[config.mk]
export PLATFORM = sky130hd
export DESIGN_NAME = regfile_writeback_queue
export DESIGN_NICKNAME = d
export VERILOG_FILES = /design/src/rtl/regfile_writeback_queue_pkg.sv /design/src/rtl/regfile_writeback_queue_fwd.sv /design/src/rtl/regfile_writeback_queue.sv
export SDC_FILE = /design/constraint.sdc
export NUM_CORES = 1
export LEC_CHECK = 0
export ABC_AREA = 0
export CAP_MARGIN = 15
export CORE_MARGIN = 2
export CORE_UTILIZATION = 45
export CTS_BUF_LIST = sky130_fd_sc_hd__clkbuf_2
export CTS_CLUSTER_SIZE = 30
export DETAILED_ROUTE_END_ITERATION = 7
export GPL_TIMING_DRIVEN = 0
export PLACE_DENSITY_LB_ADDON = 0.3
export SLEW_MARGIN = 20
export SYNTH_ARGS = -nofsm -noshare
export SYNTH_HDL_FRONTEND = slang
export SYNTH_SLANG_ARGS = --single-unit
[constraint.sdc]
create_clock -name clk -period 5.7 [get_ports clk]
set_clock_uncertainty 0.05 [all_clocks]
set_input_delay 1.14 -clock clk [delete_from_list [all_inputs] [get_ports clk]]
set_output_delay 1.14 -clock clk [all_outputs]
set_load 0.005 [all_outputs]
[src/rtl/regfile_writeback_queue_pkg.sv]
// Shared constants for the writeback queue slice.
// Default geometry and the hard-wired zero register.
package regfile_writeback_queue_pkg;

  localparam int XLEN_D    = 32;
  localparam int RADDR_W_D = 5;
  localparam int DEPTH_D   = 4;

  localparam logic [RADDR_W_D-1:0] REG_ZERO = '0;

  // Writes to x0 are architecturally dropped.
  function automatic logic is_zero_reg(
    input logic [RADDR_W_D-1:0] rd
  );
    return rd == REG_ZERO;
  endfunction

endpackage

[src/rtl/regfile_writeback_queue_fwd.sv]
// Youngest-match search over queued {valid,rd,data}.
// Ports: valid/rd/data entries, head pointer, addr in; hit/value out.
module wb_fwd_lookup
  import regfile_writeback_queue_pkg::*;
#(
  parameter int DEPTH   = DEPTH_D,
  parameter int XLEN    = XLEN_D,
  parameter int RADDR_W = RADDR_W_D
) (
  input  logic [DEPTH-1:0]              valid,
  input  logic [DEPTH-1:0][RADDR_W-1:0] rd,
  input  logic [DEPTH-1:0][XLEN-1:0]    data,
  input  logic [$clog2(DEPTH)-1:0]      head,
  input  logic [RADDR_W-1:0]            addr,
  output logic                          hit,
  output logic [XLEN-1:0]               value
);

  localparam int PW = $clog2(DEPTH);

  // Walk oldest to youngest from the head, so the
  // last match seen is the youngest one.
  always_comb begin
    logic [PW-1:0] idx;
    hit   = 1'b0;
    value = '0;
    idx   = '0;
    for (int i = 0; i < DEPTH; i++) begin
      idx = head + PW'(i);
      if (valid[idx] && rd[idx] == addr
          && addr != '0) begin
        hit   = 1'b1;
        value = data[idx];
      end
    end
  end

endmodule

[src/rtl/regfile_writeback_queue.sv]
// In-order ALU/load result queue driving the regfile write port.
// Ports: alu_*/mem_* producers, port_busy, write_*, fwd_*, occupancy.
module regfile_writeback_queue
  import regfile_writeback_queue_pkg::*;
#(
  parameter int DEPTH   = DEPTH_D,
  parameter int XLEN    = XLEN_D,
  parameter int RADDR_W = RADDR_W_D
) (
  input  logic                     clk,
  input  logic                     rst,
  input  logic                     alu_valid,
  input  logic [RADDR_W-1:0]       alu_rd,
  input  logic [XLEN-1:0]          alu_data,
  output logic                     alu_ready,
  input  logic                     mem_valid,
  input  logic [RADDR_W-1:0]       mem_rd,
  input  logic [XLEN-1:0]          mem_data,
  output logic                     mem_ready,
  input  logic                     port_busy,
  output logic [RADDR_W-1:0]       write_reg,
  output logic [XLEN-1:0]          write_data,
  output logic                     write_enable,
  input  logic [RADDR_W-1:0]       fwd_addr1,
  output logic                     fwd_hit1,
  output logic [XLEN-1:0]          fwd_data1,
  input  logic [RADDR_W-1:0]       fwd_addr2,
  output logic                     fwd_hit2,
  output logic [XLEN-1:0]          fwd_data2,
  output logic [$clog2(DEPTH):0]   occupancy
);

  localparam int PW = $clog2(DEPTH);
  localparam int CW = PW + 1;
  localparam logic [CW-1:0] FULL = CW'(DEPTH);

  logic [DEPTH-1:0]              valid_q;
  logic [DEPTH-1:0][RADDR_W-1:0] rd_q;
  logic [DEPTH-1:0][XLEN-1:0]    data_q;
  logic [PW-1:0]                 rd_ptr;
  logic [PW-1:0]                 wr_ptr;
  logic [CW-1:0]                 count;

  logic               empty;
  logic               space;
  logic               alu_xfer;
  logic               mem_xfer;
  logic               push;
  logic               pop;
  logic [RADDR_W-1:0] in_rd;
  logic [XLEN-1:0]    in_data;

  assign empty = (count == '0);

  // Reset cycle never writes; pending work is dropped.
  assign write_enable = !empty && !port_busy && !rst;
  assign pop          = write_enable;
  assign write_reg    = empty ? '0 : rd_q[rd_ptr];
  assign write_data   = empty ? '0 : data_q[rd_ptr];

  // A same-edge pop frees the slot a push needs.
  assign space     = (count < FULL) || write_enable;
  assign alu_ready = space;
  assign mem_ready = space && !alu_valid;
  assign alu_xfer  = alu_valid && alu_ready;
  assign mem_xfer  = mem_valid && mem_ready;

  assign in_rd   = alu_xfer ? alu_rd : mem_rd;
  assign in_data = alu_xfer ? alu_data : mem_data;

  // x0 results complete the handshake but are not kept.
  assign push = (alu_xfer || mem_xfer)
             && !is_zero_reg(RADDR_W_D'(in_rd));

  assign occupancy = count;

  always_ff @(posedge clk) begin
    if (rst) begin
      valid_q <= '0;
      rd_ptr  <= '0;
      wr_ptr  <= '0;
      count   <= '0;
    end else begin
      if (pop) begin
        valid_q[rd_ptr] <= 1'b0;
        rd_ptr          <= rd_ptr + PW'(1);
      end
      // Placed after the pop so a full push+pop on the
      // same slot leaves it valid.
      if (push) begin
        valid_q[wr_ptr] <= 1'b1;
        rd_q[wr_ptr]    <= in_rd;
        data_q[wr_ptr]  <= in_data;
        wr_ptr          <= wr_ptr + PW'(1);
      end
      unique case ({push, pop})
        2'b10:   count <= count + CW'(1);
        2'b01:   count <= count - CW'(1);
        default: count <= count;
      endcase
    end
  end

  wb_fwd_lookup #(
    .DEPTH(DEPTH), .XLEN(XLEN), .RADDR_W(RADDR_W)
  ) u_fwd1 (
    .valid(valid_q), .rd(rd_q), .data(data_q),
    .head(rd_ptr), .addr(fwd_addr1),
    .hit(fwd_hit1), .value(fwd_data1)
  );

  wb_fwd_lookup #(
    .DEPTH(DEPTH), .XLEN(XLEN), .RADDR_W(RADDR_W)
  ) u_fwd2 (
    .valid(valid_q), .rd(rd_q), .data(data_q),
    .head(rd_ptr), .addr(fwd_addr2),
    .hit(fwd_hit2), .value(fwd_data2)
  );

endmodule

==> impl_metrics.yaml <==
synthesis:
  synth_cell_types: 61
  ys_warn_count: 0
  synth_area_per_cell_um2: 10.6
  syn_nets: 1246
  synth_top_area_cell: "edfxtp_1"
  netlist_area_mm2: 0.0121
  synth_ff_type: "edfxtp_1"
  synth_seq_cells: 159
  ys_async_sr_fraction_pct: 0
  synth_top_area_share_pct: 36.6
  syn_inst: 1147
  yosys-top-cells-area: "edfxtp_1 (37%), mux2i_1 (9.5%), mux2_2 (8.5%)"
  ys_seq_area_share_pct: 38.4
  synth-edff-count: 148
placement:
  io_buffer_count: 187
  dpl_cell_area_mm2: 0.0145
  gp_congestion: 0.924
  hpwl_um: 28900
  dp.cells: 1677
run:
  max_cap_viol_count: 0
clocking:
  cts_tree: "yes"
  clock_latency_ns: 0.74
  ctsRootBufferMaster: "clkbuf_2"
  cts.sinks: 159
  numCtsBuffers: 17
  clk_pin_slew_ns: 0.22
  htreeDepth: 4
  holdBufCountCts: 0
  clockBufferDepth: 2
routing:
  drt_pre_antenna_iters: 8
  top_layer: "met4"
  wl_per_cell_um: 23.6
  first_iter_violations: 1173
  dr_wl_met3_um: 4040
  wl_met2_um: 19100
  drc_errors: 19
  vias: 10700
  finalWirelength_um: 41300
  drtAntennaViolNets: 0
  wl_met1_um: 16300
  avgViaCountPerCell: 6.14
setup_path:
  start_kind: "register"
  crit_required_ns: 4.51
  worstSetupPathType: "register to output port"
  cp-end-kind: "output port"
  cp.arrival_ns: 4.36
  cp_slowest_stage_delay_ns: 0.55
  worstPathCellList: "inv_4 -> buf_6 -> ha_4 -> buf_8 -> mux4_2 -> buf_6 -> xor2_4 -> nor4_4 -> buf_4 -> buf_6 -> nand2_8 -> buf_12 -> buf_12 -> mux2_4 -> a211oi_2 -> a21oi_2 -> buf_2"
  path_max_fanout: 11
  slowest_stage: "mux4_2"
  r2r_setup_slack_ns: 1.87
  worstReg2RegStart: "occupancy[2]"
  worstReg2RegEnd: "data_q[4]"
  path_common_cell: "buf_6"
  ff2ff_path_depth: 9
timing:
  worst_pin_slew_ns: 1.04
  slew_viol_final: 0
  setup_viol: 0
  period_needed_ns: 5.55
  final.period_utilization_pct: 97.4
  grt_setup_unrepaired: "true"
  slew_headroom_pct: 30.5
  max_freq_ghz: 0.180
  timing.final.hold_violations: 0
floorplan:
  ios: 198
  die_area_mm2: 0.0283
  die_h_um: 168
  rows: 60
  start_util_pct: 45.4
  core_area_mm2: 0.0267
  die_w_um: 168
cells_and_area:
  fin_util_pct: 57.7
  area_delta_synth_final_pct: 27.1
  drive_gt1_share_pct: 25.9
  final_cells: 1747
  fin_nets: 1491
  n_fill_cell: 2241
  final_area_mm2: 0.0154
pwr:
  leakagePower_nw: 5.54
  p_per_area_mw_per_mm2: 365
  vdd_drop_max_v: 0.000147
run_status:
  failed_checks: "DRC"
  status: "finished with violations"
global_routing:
  grt_pass1_vias: 10500
  gr-usage-all-layers_pct: 28.7
  grt_max_degree: 38
  grt_first_pass_wirelength_um: 61000
  antenna_found_initial: 1
  overflow: 0
min_path:
  hold_start: "wr_ptr[1]"
  hp-class: "register to register"
  hold_end: "wr_ptr[1]"
  hold_depth: 2
==> worst max path at each step <==
stage / start / endpoint / slack, ns / depth (start not counted)
after floorplan: rd_ptr[0] / fwd_data2[28] / 0.49 / 17
after global placement: rd_ptr[0] / fwd_data1[24] / -1.12 / 18
after detailed placement: rd_ptr[0] / fwd_data1[24] / -1.15 / 18
after CTS: rd_ptr[0] / fwd_data1[17] / -0.1 / 17
after global routing: rd_ptr[0] / fwd_hit2 / -0.004 / 12
final: rd_ptr[1] / fwd_data2[4] / 0.15 / 17
==> cell families after synthesis <==
logic type,after synthesis,share of synthesized area (%)
adder cells (fa/ha/maj),10,1.09
buffers and inverters,112,4.72
AND/OR/NAND/NOR,291,11.1
multiplexers,260,26.7
AO/OA/AOI/OAI,261,14.0
flip-flops,159,38.4
XOR/XNOR,54,3.90
==> metal layers <==
metal	GRT usage, %	vias up
met5	0	-
met4	13.8	0
met3	5.88	134
met2	45.9	718
met1	37.2	5111
li1	-	4761
==> cells in the final DEF, fill, tap and decap left out, drive strengths merged, types with 21 or more instances in the layout <==
| cell type | netlist | routed |
|---|---|---|
| a21oi | 83 | 83 |
| mux2i | 115 | 115 |
| dlygate4sd2 | 0 | 31 |
| mux4 | 33 | 33 |
| o22ai | 30 | 30 |
| clkbuf | 43 | 63 |
| o21a | 22 | 22 |
| nand2 | 108 | 108 |
| clkdlybuf4s50 | 0 | 124 |
| xnor2 | 39 | 39 |
| a211oi | 21 | 21 |
| nor2b | 35 | 35 |
| mux2 | 112 | 112 |
| edfxtp | 148 | 148 |
| buf | 55 | 108 |
| nor2 | 103 | 103 |
| o21ai | 60 | 60 |
==> what timing repair did <==
item                       CTS  global route
setup buffers               30            12
pin swaps                   46            22
gates resized for setup    194            44
gates cloned                 1             0
setup endpoints to repair   66            64
==> power breakdown <==
part           switching [mW]  internal [mW]  total [mW]
combinational            1.93           1.53        3.47
clock                   0.399          0.249       0.648
sequential             0.0776           1.44        1.51
total                    2.41           3.22        5.63
==> through the flow <==
stage	setup WS [ns]	hold WS, ns	power (mW)	TNS (ns)
after floorplan	0.488	0.419	3.55	0
after global placement	-1.12	0.432	4.67	-132.68
after detailed placement	-1.15	0.443	4.73	-58.18
after CTS	-0.0988	0.468	5.51	-0.440
after global routing	-0.00375	0.518	5.89	-0.00662
final	0.150	0.467	5.63	0
==> state kept, by name, summed over array words and instances (netlist names) <==
signal and flops:
valid_q 4, wr_ptr 2, rd_ptr 2, rd_q 20, occupancy 3, data_q 128
==> layout make-up <==
class | count | area, µm² | area share, %
antenna | 1 | 2.50 | 0.0162
buffer | 93 | 608 | 3.94
clock buffer | 20 | 100 | 0.649
clock inverter | 12 | 145 | 0.941
inverter | 14 | 57.6 | 0.373
multi-input combinational | 876 | 7180 | 46.6
sequential | 159 | 4670 | 30.3
tap | 341 | 427 | 2.77
timing repair buffer | 231 | 2230 | 14.5
==> Yosys cell counts, drive strengths merged, types with 2 or more instances <==
cell	n
edfxtp	148
mux2i	115
mux2	112
nand2	108
nor2	103
a21oi	83
o21ai	60
buf	55
clkbuf	43
xnor2	39
nor2b	35
mux4	33
o22ai	30
o21a	22
a211oi	21
xor2	15
inv	13
and2	12
dfxtp	11
a221oi	10
ha	9
nor3	7
nor4	7
or3	7
o21bai	6
o31a	6
a22oi	5
and3	3
o31ai	3
a211o	2
a21o	2
a22o	2
a2bb2oi	2
nand3	2
nand4	2
o2111ai	2
o211ai	2
or4	2
==> worst max-delay path, delay by kind of cell (launching register included) <==
family / cells / cell delay [ns]
simple gates: 2 / 0.33
compound gates: 2 / 0.31
xor+xnor: 1 / 0.15
fa+ha+maj: 1 / 0.29
flops: 1 / 0.44
mux: 2 / 0.84
buf+inv: 9 / 1.26
Power figures use the tool's default switching activity.
